===== src/rtl/bbox_tracker_if.sv =====
// Pixel-stream and published-box signals between the raster source, the
// bounding-box tracker and the rectangle sprite stage.
interface bbox_tracker_if #(
    parameter int CNT_W = 21
);
    logic [10:0]      hcount_in;
    logic [9:0]       vcount_in;
    logic             valid_in;
    logic             mask_in;
    logic             new_frame_in;
    logic [11:0]      xmin_out;
    logic [10:0]      ymin_out;
    logic [11:0]      xmax_out;
    logic [10:0]      ymax_out;
    logic             box_valid_out;
    logic [CNT_W-1:0] pixel_count_out;
    logic             frame_done_out;

    modport master (
        output hcount_in, vcount_in, valid_in, mask_in, new_frame_in,
        input  xmin_out, ymin_out, xmax_out, ymax_out, box_valid_out,
               pixel_count_out, frame_done_out
    );

    modport slave (
        input  hcount_in, vcount_in, valid_in, mask_in, new_frame_in,
        output xmin_out, ymin_out, xmax_out, ymax_out, box_valid_out,
               pixel_count_out, frame_done_out
    );
endinterface


===== src/rtl/bbox_tracker.sv =====
// Per-frame bounding box of masked pixels, published at each frame boundary
// with a minimum-pixel threshold and a miss-hold so the drawn box does not flicker.
module bbox_tracker #(
    parameter int MIN_PIXELS  = 16,
    parameter int HOLD_FRAMES = 4,
    parameter int CNT_W       = 21
) (
    input  logic          clk_in,
    input  logic          rst_in,
    bbox_tracker_if.slave bus
);
    localparam int MISS_W = $clog2(HOLD_FRAMES + 2);
    localparam logic [MISS_W-1:0] MISS_SAT  = MISS_W'(HOLD_FRAMES + 1);
    localparam logic [MISS_W-1:0] MISS_HOLD = MISS_W'(HOLD_FRAMES);
    localparam logic [CNT_W-1:0]  MIN_CNT   = CNT_W'(MIN_PIXELS);
    localparam logic [11:0]       XMIN_INIT = 12'hFFF;
    localparam logic [10:0]       YMIN_INIT = 11'h7FF;

    typedef enum logic {S_WAIT, S_ACCUM} state_t;

    function automatic logic [11:0] umin(input logic [11:0] a, input logic [11:0] b);
        return (a < b) ? a : b;
    endfunction

    function automatic logic [11:0] umax(input logic [11:0] a, input logic [11:0] b);
        return (a > b) ? a : b;
    endfunction

    function automatic logic [CNT_W-1:0] sat_inc_cnt(input logic [CNT_W-1:0] v);
        return (v == '1) ? v : v + 1'b1;
    endfunction

    function automatic logic [MISS_W-1:0] sat_inc_miss(input logic [MISS_W-1:0] v);
        return (v >= MISS_SAT) ? v : v + 1'b1;
    endfunction

    state_t state, state_nxt;

    logic [11:0]      acc_xmin_p0, acc_xmax_p0, nxt_xmin, nxt_xmax, base_xmin, base_xmax;
    logic [10:0]      acc_ymin_p0, acc_ymax_p0, nxt_ymin, nxt_ymax, base_ymin, base_ymax;
    logic [CNT_W-1:0] acc_cnt_p0, nxt_cnt, base_cnt;

    logic [11:0]       xmin_p1, xmax_p1;
    logic [10:0]       ymin_p1, ymax_p1;
    logic              vld_p1, frame_done_p1;
    logic [CNT_W-1:0]  cnt_p1;
    logic [MISS_W-1:0] miss_cnt, miss_next;

    logic hit, close, accept;

    assign hit       = bus.valid_in & bus.mask_in;
    assign close     = (state == S_ACCUM) && bus.new_frame_in;
    assign accept    = (acc_cnt_p0 >= MIN_CNT);
    assign miss_next = sat_inc_miss(miss_cnt);

    always_ff @(posedge clk_in or negedge rst_in) begin
        if (!rst_in) state <= S_WAIT;
        else         state <= state_nxt;
    end

    always_comb begin
        state_nxt = state;
        if (state == S_WAIT && bus.new_frame_in) state_nxt = S_ACCUM;
    end

    // Stage p0: accumulators reload on any frame pulse; a coincident pixel
    // is the first pixel of the new frame and is folded into the fresh values.
    always_comb begin
        base_xmin = bus.new_frame_in ? XMIN_INIT : acc_xmin_p0;
        base_xmax = bus.new_frame_in ? 12'd0     : acc_xmax_p0;
        base_ymin = bus.new_frame_in ? YMIN_INIT : acc_ymin_p0;
        base_ymax = bus.new_frame_in ? 11'd0     : acc_ymax_p0;
        base_cnt  = bus.new_frame_in ? '0        : acc_cnt_p0;
        nxt_xmin  = base_xmin;
        nxt_xmax  = base_xmax;
        nxt_ymin  = base_ymin;
        nxt_ymax  = base_ymax;
        nxt_cnt   = base_cnt;
        if (hit && (state == S_ACCUM || bus.new_frame_in)) begin
            nxt_xmin = umin(base_xmin, {1'b0, bus.hcount_in});
            nxt_xmax = umax(base_xmax, {1'b0, bus.hcount_in});
            nxt_ymin = 11'(umin({1'b0, base_ymin}, {2'b0, bus.vcount_in}));
            nxt_ymax = 11'(umax({1'b0, base_ymax}, {2'b0, bus.vcount_in}));
            nxt_cnt  = sat_inc_cnt(base_cnt);
        end
    end

    always_ff @(posedge clk_in or negedge rst_in) begin
        if (!rst_in) begin
            acc_xmin_p0 <= XMIN_INIT;
            acc_xmax_p0 <= '0;
            acc_ymin_p0 <= YMIN_INIT;
            acc_ymax_p0 <= '0;
            acc_cnt_p0  <= '0;
        end else begin
            acc_xmin_p0 <= nxt_xmin;
            acc_xmax_p0 <= nxt_xmax;
            acc_ymin_p0 <= nxt_ymin;
            acc_ymax_p0 <= nxt_ymax;
            acc_cnt_p0  <= nxt_cnt;
        end
    end

    // Stage p1: published box, updated only on a frame close.
    always_ff @(posedge clk_in or negedge rst_in) begin
        if (!rst_in) begin
            xmin_p1       <= '0;
            xmax_p1       <= '0;
            ymin_p1       <= '0;
            ymax_p1       <= '0;
            vld_p1        <= 1'b0;
            cnt_p1        <= '0;
            frame_done_p1 <= 1'b0;
            miss_cnt      <= '0;
        end else begin
            frame_done_p1 <= close;
            if (close) begin
                cnt_p1 <= acc_cnt_p0;
                if (accept) begin
                    xmin_p1  <= acc_xmin_p0;
                    xmax_p1  <= acc_xmax_p0;
                    ymin_p1  <= acc_ymin_p0;
                    ymax_p1  <= acc_ymax_p0;
                    vld_p1   <= 1'b1;
                    miss_cnt <= '0;
                end else begin
                    miss_cnt <= miss_next;
                    if (miss_next > MISS_HOLD) begin
                        xmin_p1 <= '0;
                        xmax_p1 <= '0;
                        ymin_p1 <= '0;
                        ymax_p1 <= '0;
                        vld_p1  <= 1'b0;
                    end
                end
            end
        end
    end

    assign bus.xmin_out        = xmin_p1;
    assign bus.xmax_out        = xmax_p1;
    assign bus.ymin_out        = ymin_p1;
    assign bus.ymax_out        = ymax_p1;
    assign bus.box_valid_out   = vld_p1;
    assign bus.pixel_count_out = cnt_p1;
    assign bus.frame_done_out  = frame_done_p1;
endmodule


===== src/flat_wrapper.sv =====
// flat-port wrapper written by rule: the top's interface ports become plain ports
module bbox_tracker_flat 
#(
    parameter int MIN_PIXELS  = 16,
    parameter int HOLD_FRAMES = 4,
    parameter int CNT_W       = 21
)
  (clk_in, rst_in, bus_hcount_in, bus_vcount_in, bus_valid_in, bus_mask_in, bus_new_frame_in, bus_xmin_out, bus_ymin_out, bus_xmax_out, bus_ymax_out, bus_box_valid_out, bus_pixel_count_out, bus_frame_done_out);
  bbox_tracker_if #(.CNT_W(CNT_W)) bus_i ();
  input  logic clk_in;
  input  logic rst_in;
  input wire logic [$bits(bus_i.hcount_in)-1:0] bus_hcount_in;
  input wire logic [$bits(bus_i.vcount_in)-1:0] bus_vcount_in;
  input wire logic [$bits(bus_i.valid_in)-1:0] bus_valid_in;
  input wire logic [$bits(bus_i.mask_in)-1:0] bus_mask_in;
  input wire logic [$bits(bus_i.new_frame_in)-1:0] bus_new_frame_in;
  output wire logic [$bits(bus_i.xmin_out)-1:0] bus_xmin_out;
  output wire logic [$bits(bus_i.ymin_out)-1:0] bus_ymin_out;
  output wire logic [$bits(bus_i.xmax_out)-1:0] bus_xmax_out;
  output wire logic [$bits(bus_i.ymax_out)-1:0] bus_ymax_out;
  output wire logic [$bits(bus_i.box_valid_out)-1:0] bus_box_valid_out;
  output wire logic [$bits(bus_i.pixel_count_out)-1:0] bus_pixel_count_out;
  output wire logic [$bits(bus_i.frame_done_out)-1:0] bus_frame_done_out;
  assign bus_i.hcount_in = bus_hcount_in;
  assign bus_i.vcount_in = bus_vcount_in;
  assign bus_i.valid_in = bus_valid_in;
  assign bus_i.mask_in = bus_mask_in;
  assign bus_i.new_frame_in = bus_new_frame_in;
  assign bus_xmin_out = bus_i.xmin_out;
  assign bus_ymin_out = bus_i.ymin_out;
  assign bus_xmax_out = bus_i.xmax_out;
  assign bus_ymax_out = bus_i.ymax_out;
  assign bus_box_valid_out = bus_i.box_valid_out;
  assign bus_pixel_count_out = bus_i.pixel_count_out;
  assign bus_frame_done_out = bus_i.frame_done_out;
  bbox_tracker #(.MIN_PIXELS(MIN_PIXELS), .HOLD_FRAMES(HOLD_FRAMES), .CNT_W(CNT_W)) u_core (.clk_in(clk_in), .rst_in(rst_in), .bus(bus_i));
endmodule

===== config.mk =====
export PLATFORM = sky130hd
export DESIGN_NAME = bbox_tracker_flat
export DESIGN_NICKNAME = d
export VERILOG_FILES = /design/src/rtl/bbox_tracker_if.sv /design/src/rtl/bbox_tracker.sv /design/src/flat_wrapper.sv
export SDC_FILE = /design/constraint.sdc
export NUM_CORES = 1
export LEC_CHECK = 0
export CAP_MARGIN = 20
export CORE_MARGIN = 2
export CORE_UTILIZATION = 35
export CTS_CLUSTER_SIZE = 10
export DETAILED_ROUTE_END_ITERATION = 6
export SYNTH_ARGS = -nofsm -noshare
export SYNTH_HDL_FRONTEND = slang
export SYNTH_SLANG_ARGS = --single-unit

===== constraint.sdc =====
create_clock -name clk_in -period 2.75 [get_ports clk_in]
set_input_delay 0.55 -clock clk_in [delete_from_list [all_inputs] [get_ports clk_in]]
set_output_delay 0.55 -clock clk_in [all_outputs]
set_load 0.005 [all_outputs]

; Word level (Yosys, flattened, before mapping)
; Cells that the tools add are included.
[classes]
n_eq_ne = 1
bitwise_logic = 2
n_mux = 25
add_sub_neg = 2
n_reduce_logical = 6
order_cmp = 7
[ops]
columns = cell, n
row1 = 12-bit 2-to-1 mux, 9
row2 = 11-bit 2-to-1 mux, 9
row3 = 21-bit 2-to-1 mux, 3
row4 = 21-bit by 1-bit adder with 21-bit output (second input constant), 1
row5 = 21-bit == test (second input constant), 1
row6 = 21-bit by 5-bit greater-or-equal comparator with 1-bit output (second input constant), 1
row7 = 12-bit by 11-bit greater-than comparator with 1-bit output, 1
row8 = 12-bit by 11-bit < comparator with 1-bit output, 1
row9 = 11-bit by 10-bit greater-than comparator with 1-bit output, 1
row10 = 11-bit by 10-bit < comparator with 1-bit output, 1
row11 = 3-bit 2-to-1 mux, 2
row12 = 3-bit by 1-bit adder with 3-bit output (second input constant), 1
row13 = 3-bit greater-or-equal comparator (second input constant), 1
row14 = 3-bit greater-than comparator (second input constant), 1
row15 = 1-bit logical AND, 3
row16 = 1-bit 2-to-1 mux, 2
row17 = 2-bit AND reduction, 1
row18 = 2-bit nonzero test, 1
row19 = 1-bit AND, 1
row20 = 1-bit logical OR, 1
row21 = 1-bit inverter, 1
[word_totals]
wordCells = 57
regBits = 140
inputBits = 26

; Depth between registers and ports, before layout
; Gate-level depths: netlist of the first run.
[depth]
ltp_word = 5
depth_mapped = 12
depth_no_buf = 7

; Least setup slack after synthesis of the first run
; No wires, ideal clock.
[synth_timing]
path_kind = input -> register
startpoint = input bus_new_frame_in
endpoint = register u_core.acc_ymin_p0[1]
slack_ns = -0.279
stages = 11
arrival_time_ns = 2.947
path_cell_list = buf_6 buf_6 clkbuf_1 clkbuf_1 or2_2 ha_1 a21oi_1 o21ai_0 a2111oi_2 a211oi_4 mux2_2
[synth_between]
elab_chain_cells = 4
[synth_rtl]
columns = item, line_no
row1 = "start, declared", flat_wrapper.sv:16  ; input wire logic [$bits(bus_i.new_frame_in)-1:0] bus_new_frame_in;
row2 = 11-bit 2-to-1 mux, bbox_tracker.sv:71  ; base_ymin = bus.new_frame_in ? YMIN_INIT : acc_ymin_p0;
row3 = 11-bit by 10-bit < comparator with 1-bit output, bbox_tracker.sv:22  ; return (a < b) ? a : b;
row4 = 11-bit 2-to-1 mux, bbox_tracker.sv:22
row5 = 11-bit 2-to-1 mux (*), bbox_tracker.sv:79  ; if (hit && (state == S_ACCUM || bus.new_frame_in)) begin
row6 = via u_core.nxt_ymin[1], bbox_tracker.sv:40  ; logic [10:0] acc_ymin_p0, acc_ymax_p0, nxt_ymin, nxt_ymax, base_ymin, base_ymax;
row7 = "end signal, assigned", bbox_tracker.sv:98  ; acc_ymin_p0 <= nxt_ymin;
row8 = "end, declared", bbox_tracker.sv:40
; Mark *: on every way through the listed nets, which the timed path passes. The rest lies on a longest branch.
; A chain may end at the register's enable or synchronous reset.

; Worst setup path in the final report of the first run
[layout_timing]
startpoint = input bus_vcount_in[8]
endpoint = register u_core.acc_ymax_p0[3]
[layout_between]
elab_chain_cells = 3
[layout_rtl]
columns = item, line_no
row1 = "start, declared", flat_wrapper.sv:13  ; input wire logic [$bits(bus_i.vcount_in)-1:0] bus_vcount_in;
row2 = 11-bit by 10-bit greater-than comparator with 1-bit output, bbox_tracker.sv:26  ; return (a > b) ? a : b;
row3 = 11-bit 2-to-1 mux, bbox_tracker.sv:26
row4 = 11-bit 2-to-1 mux, bbox_tracker.sv:79
row5 = via u_core.nxt_ymax[3], bbox_tracker.sv:40
row6 = "end signal, assigned", bbox_tracker.sv:99  ; acc_ymax_p0 <= nxt_ymax;
row7 = "end, declared", bbox_tracker.sv:40
; The timed path passes the listed nets, and every way through them passes these cells.

==> impl_metrics.prom, run 1 <==
# TYPE chip_impl_metric gauge
chip_impl_info{name="run_status",value="complete, no violations"} 1
chip_impl_metric{name="die-area",unit="mm²"} 0.02175
chip_impl_metric{name="num_antenna_cells",unit=""} 0
chip_impl_info{name="cp-start-kind",value="primary input"} 1
chip_impl_metric{name="route.detailed.vias_per_inst",unit=""} 4.834
chip_impl_metric{name="start_util",unit="%"} 35.60
chip_impl_metric{name="drt_wl_total",unit="µm"} 16930
chip_impl_info{name="yosysTopAreaCell",value="sky130_fd_sc_hd__dfrtp_1"} 1
chip_impl_metric{name="post-synth-top-area-fraction",unit="%"} 40.64
chip_impl_info{name="synth_common_cells",value="sky130_fd_sc_hd__dfrtp_1, sky130_fd_sc_hd__nand2_1, sky130_fd_sc_hd__mux2_2, sky130_fd_sc_hd__o21ai_0, sky130_fd_sc_hd__ha_1"} 1
chip_impl_metric{name="synth_seq_cells",unit=""} 140
chip_impl_metric{name="ys_types",unit=""} 62
chip_impl_metric{name="first_global_vias",unit=""} 5534
chip_impl_metric{name="dr.pass1.iters",unit=""} 4
chip_impl_metric{name="gp_congestion",unit=""} 0.8161
chip_impl_metric{name="clk_path_buf_depth",unit=""} 2
chip_impl_metric{name="timing_worst_slew_pin_value",unit="ns"} 0.5347
chip_impl_info{name="hold_path_class",value="flip-flop to flip-flop"} 1
chip_impl_metric{name="post_synthesis_average_cell_area",unit="µm²"} 10.56
chip_impl_metric{name="clock_tree.htree_level_count",unit=""} 4
chip_impl_info{name="clock_tree_from_tritoncts",value="done"} 1
chip_impl_metric{name="timing.final.hold_violations",unit=""} 0
chip_impl_metric{name="std_cell_rows",unit=""} 52
chip_impl_metric{name="ratio_of_cells_with_drive_above_1_in_the_final_layout",unit="%"} 27.92
chip_impl_metric{name="fin_nets",unit=""} 895
chip_impl_metric{name="critPathArrivalTime",unit="ns"} 2.74
chip_impl_metric{name="finalSetupViolCount",unit=""} 0
chip_impl_metric{name="timing.fmax",unit="GHz"} 0.4104
chip_impl_metric{name="largest_clock_skew_in_the_final_design",unit="ns"} 0.009621
chip_impl_metric{name="maxCapViolCount",unit=""} 0
chip_impl_metric{name="detail_route.drc_violations",unit=""} 0
chip_impl_metric{name="ys_async_sr_fraction",unit="%"} 100.0
chip_impl_metric{name="via_count",unit=""} 5356
chip_impl_metric{name="final_period_minus_worst_setup_slack",unit="ns"} 2.437
chip_impl_metric{name="grt-ovfl-total",unit=""} 0
chip_impl_metric{name="dr.first_iter.drc_count",unit=""} 222
chip_impl_metric{name="final.hold.worst_slack",unit="ns"} 0.4716
chip_impl_metric{name="antenna_found_initial",unit=""} 0
chip_impl_metric{name="count_of_buffers_inserted_at_the_top_level_ports",unit=""} 94
chip_impl_metric{name="timing.final.crit_share",unit="%"} 88.60
chip_impl_metric{name="design.portCount",unit=""} 95
chip_impl_metric{name="area_growth",unit="%"} 34.04
chip_impl_metric{name="cellLeakagePower",unit="nW"} 4.301
chip_impl_metric{name="finalMaxSlewViolations",unit=""} 0
chip_impl_metric{name="final.setup.tns",unit="ns"} 0
chip_impl_metric{name="core_region_area",unit="mm²"} 0.02023
chip_impl_info{name="timing.critical_path.to_type",value="flip-flop"} 1
chip_impl_metric{name="global_route_wire_length_before_repair",unit="µm"} 28720
chip_impl_metric{name="tritoncts_buffers",unit=""} 17
chip_impl_metric{name="cts.repair_timing.setup_buffer_count",unit=""} 0
chip_impl_metric{name="drt-wirelength-per-cell",unit="µm"} 15.28
chip_impl_metric{name="postSynthNetCount",unit=""} 751
chip_impl_metric{name="cts_resized",unit=""} 0
chip_impl_metric{name="synthesis.area",unit="mm²"} 0.007204
chip_impl_metric{name="die_h",unit="µm"} 147.5
chip_impl_metric{name="cp.required",unit="ns"} 3.05
chip_impl_info{name="synth_flop_cell",value="sky130_fd_sc_hd__dfrtp_1"} 1
chip_impl_info{name="rsz_0062_raised_after_global_routing",value="false"} 1
chip_impl_metric{name="cellPowerDensity",unit="mW/mm²"} 549.5
chip_impl_metric{name="synth_cells",unit=""} 682
chip_impl_metric{name="hpwlAfterDp",unit="µm"} 12010
chip_impl_metric{name="design_area",unit="mm²"} 0.009657
chip_impl_info{name="ys_top_cells_by_area",value="sky130_fd_sc_hd__dfrtp_1, sky130_fd_sc_hd__mux2_2, sky130_fd_sc_hd__dfstp_2"} 1
chip_impl_metric{name="fp.dieW",unit="µm"} 147.5
chip_impl_metric{name="post_cts_hold_buffer_count",unit=""} 1
chip_impl_info{name="yosysMostFrequentCell",value="sky130_fd_sc_hd__dfrtp_1"} 1
chip_impl_metric{name="clkSlewWorstSetupHoldPaths",unit="ns"} 0.06
chip_impl_metric{name="post_place_instance_area",unit="mm²"} 0.009060
chip_impl_metric{name="clock_insertion_delay_worst_skew",unit="ns"} 0.42
chip_impl_metric{name="grt_use_total",unit="%"} 16.60
chip_impl_metric{name="worstPathMaxFanout",unit=""} 9
chip_impl_metric{name="final_antenna_net_count",unit=""} 0
chip_impl_info{name="clockRootBuffer",value="sky130_fd_sc_hd__clkbuf_16"} 1
chip_impl_metric{name="vdd_drop_max",unit="µV"} 433.3
chip_impl_metric{name="final_core_utilization",unit="%"} 47.72
chip_impl_metric{name="pin_count_of_the_biggest_net_entering_global_routing",unit=""} 94
chip_impl_info{name="worstSetupPathType",value="primary input to flip-flop"} 1
chip_impl_metric{name="number_of_synthesized_flops_with_an_enable_pin",unit=""} 0
chip_impl_metric{name="count_of_yosys_warnings_during_synthesis",unit=""} 0
chip_impl_metric{name="synth-seq-area-share",unit="%"} 49.03
chip_impl_metric{name="headroom_to_the_max_slew_limit",unit="%"} 64.35
chip_impl_metric{name="cts_num_sinks",unit=""} 140
path summary, 6_finish.rpt:
| kind | to | start | slack (ns) | depth (start not counted) |
|---|---|---|---|---|
| max | u_core.acc_ymax_p0[3] | bus_vcount_in[8] | 0.31 | 9 |
| min | u_core.bus.xmax_out[11] | u_core.acc_xmax_p0[11] | 0.47 | 2 |
| max reg2reg | u_core.acc_ymax_p0[3] | u_core.acc_ymax_p0[2] | 0.49 | 8 |
| min reg2reg | u_core.bus.xmax_out[11] | u_core.acc_xmax_p0[11] | 0.47 | 2 |
| max in group asynchronous | u_core.acc_ymin_p0[10] | rst_in | 1.49 | 3 |
| min in group asynchronous | u_core.bus.xmax_out[4] | rst_in | 0.56 | 2 |
registers in the layout, indices dropped and copies added, names as in the netlist, 11 cells and up:
signal / count
u_core.acc_cnt_p0: 21
u_core.bus.pixel_count_out: 21
u_core.acc_xmax_p0: 12
u_core.acc_xmin_p0: 12
u_core.bus.xmax_out: 12
u_core.bus.xmin_out: 12
u_core.acc_ymax_p0: 11
u_core.acc_ymin_p0: 11
u_core.bus.ymax_out: 11
u_core.bus.ymin_out: 11
layout make-up:
type	instances	area, µm²
clock inverters	9	112.6
clock buffers	22	474.2
inverters	28	105.1
repair buffers	156	1505
flip-flops and latches	140	3532
multi-input cells	483	3590
fillers	1853	10580
well taps	270	337.8
logic make-up (layout without fill, tap and decap cells):
logic type      Yosys count  count (layout)  share of synthesized area [%]
xor+xnor                  9               9                          1.094
flops                   140             140                          49.03
buf+inv                  59             215                          3.595
simple gates            255             255                          18.15
mux                      70              70                          11.36
fa+ha+maj                43              43                          7.468
compound gates          106             106                          9.309
report_power, final:
group          leakage, nW  internal, mW  switching, mW
Sequential            1.84          2.17         0.0679
Combinational         2.18         0.363          0.401
Clock                0.287          1.41          0.895
Total                 4.30          3.94           1.36
layout by cell type (no fill, tap or decap), drive strengths merged, types with 2 or more instances in the layout:
cell type	Yosys	routed
bufinv	0	2
dfstp	23	23
or2	22	22
clkdlybuf4s50	0	92
nand3	9	9
a211oi	4	4
a31oi	6	6
nand2b	8	8
a211o	2	2
dfrtp	117	117
a21oi	19	19
ha	43	43
and3	2	2
and4	4	4
nor2b	31	31
xnor2	7	7
xor2	2	2
nor2	31	31
nand4	11	11
nor4	5	5
clkbuf	21	22
nor3	9	9
nand2	111	111
and4b	2	2
buf	10	63
inv	28	29
mux2i	6	6
mux2	64	64
a21o	4	4
clkinv	0	5
a2111oi	3	3
or3	4	4
o211ai	3	3
o21ai	56	56
layer usage:
| layer | vias to the layer above | global-route usage (%) | wire, µm |
|---|---|---|---|
| li1 | 2651 | - | - |
| met1 | 2577 | 22.32 | 7967 |
| met2 | 104 | 26.33 | 7932 |
| met3 | 24 | 4.228 | 749 |
| met4 | 0 | 5.433 | 279 |
| met5 | - | 0 | 0 |
metrics by stage:
| step | power, mW | setup slack (ns) | cells |
|---|---|---|---|
| after floorplan | 2.741 | -0.09052 | 682 |
| after global placement | 3.036 | -0.07506 | 1076 |
| after detailed placement | 3.050 | -0.1090 | 1076 |
| after CTS | 5.388 | 0.3195 | 1108 |
| after global routing | 5.562 | 0.1699 | 1108 |
| final | 5.307 | 0.3135 | 1108 |
worst max-delay path: stages:
cell	delay, ns
sky130_fd_sc_hd__clkdlybuf4s50_1	0.49
sky130_fd_sc_hd__inv_1	0.09
sky130_fd_sc_hd__ha_1	0.31
sky130_fd_sc_hd__a21o_1	0.16
sky130_fd_sc_hd__a211oi_1	0.29
sky130_fd_sc_hd__a21oi_1	0.12
sky130_fd_sc_hd__nor3_4	0.23
sky130_fd_sc_hd__buf_12	0.16
sky130_fd_sc_hd__mux2_2	0.33
(Power assumes the default switching activity.)
==> run 2: changes to the inputs <==
Settings changed: CAP_MARGIN 20 to not set, SLEW_MARGIN set to 20.
==> results of run 2 <==
The final DEF is identical to that of run 1; final timing and power are the same.
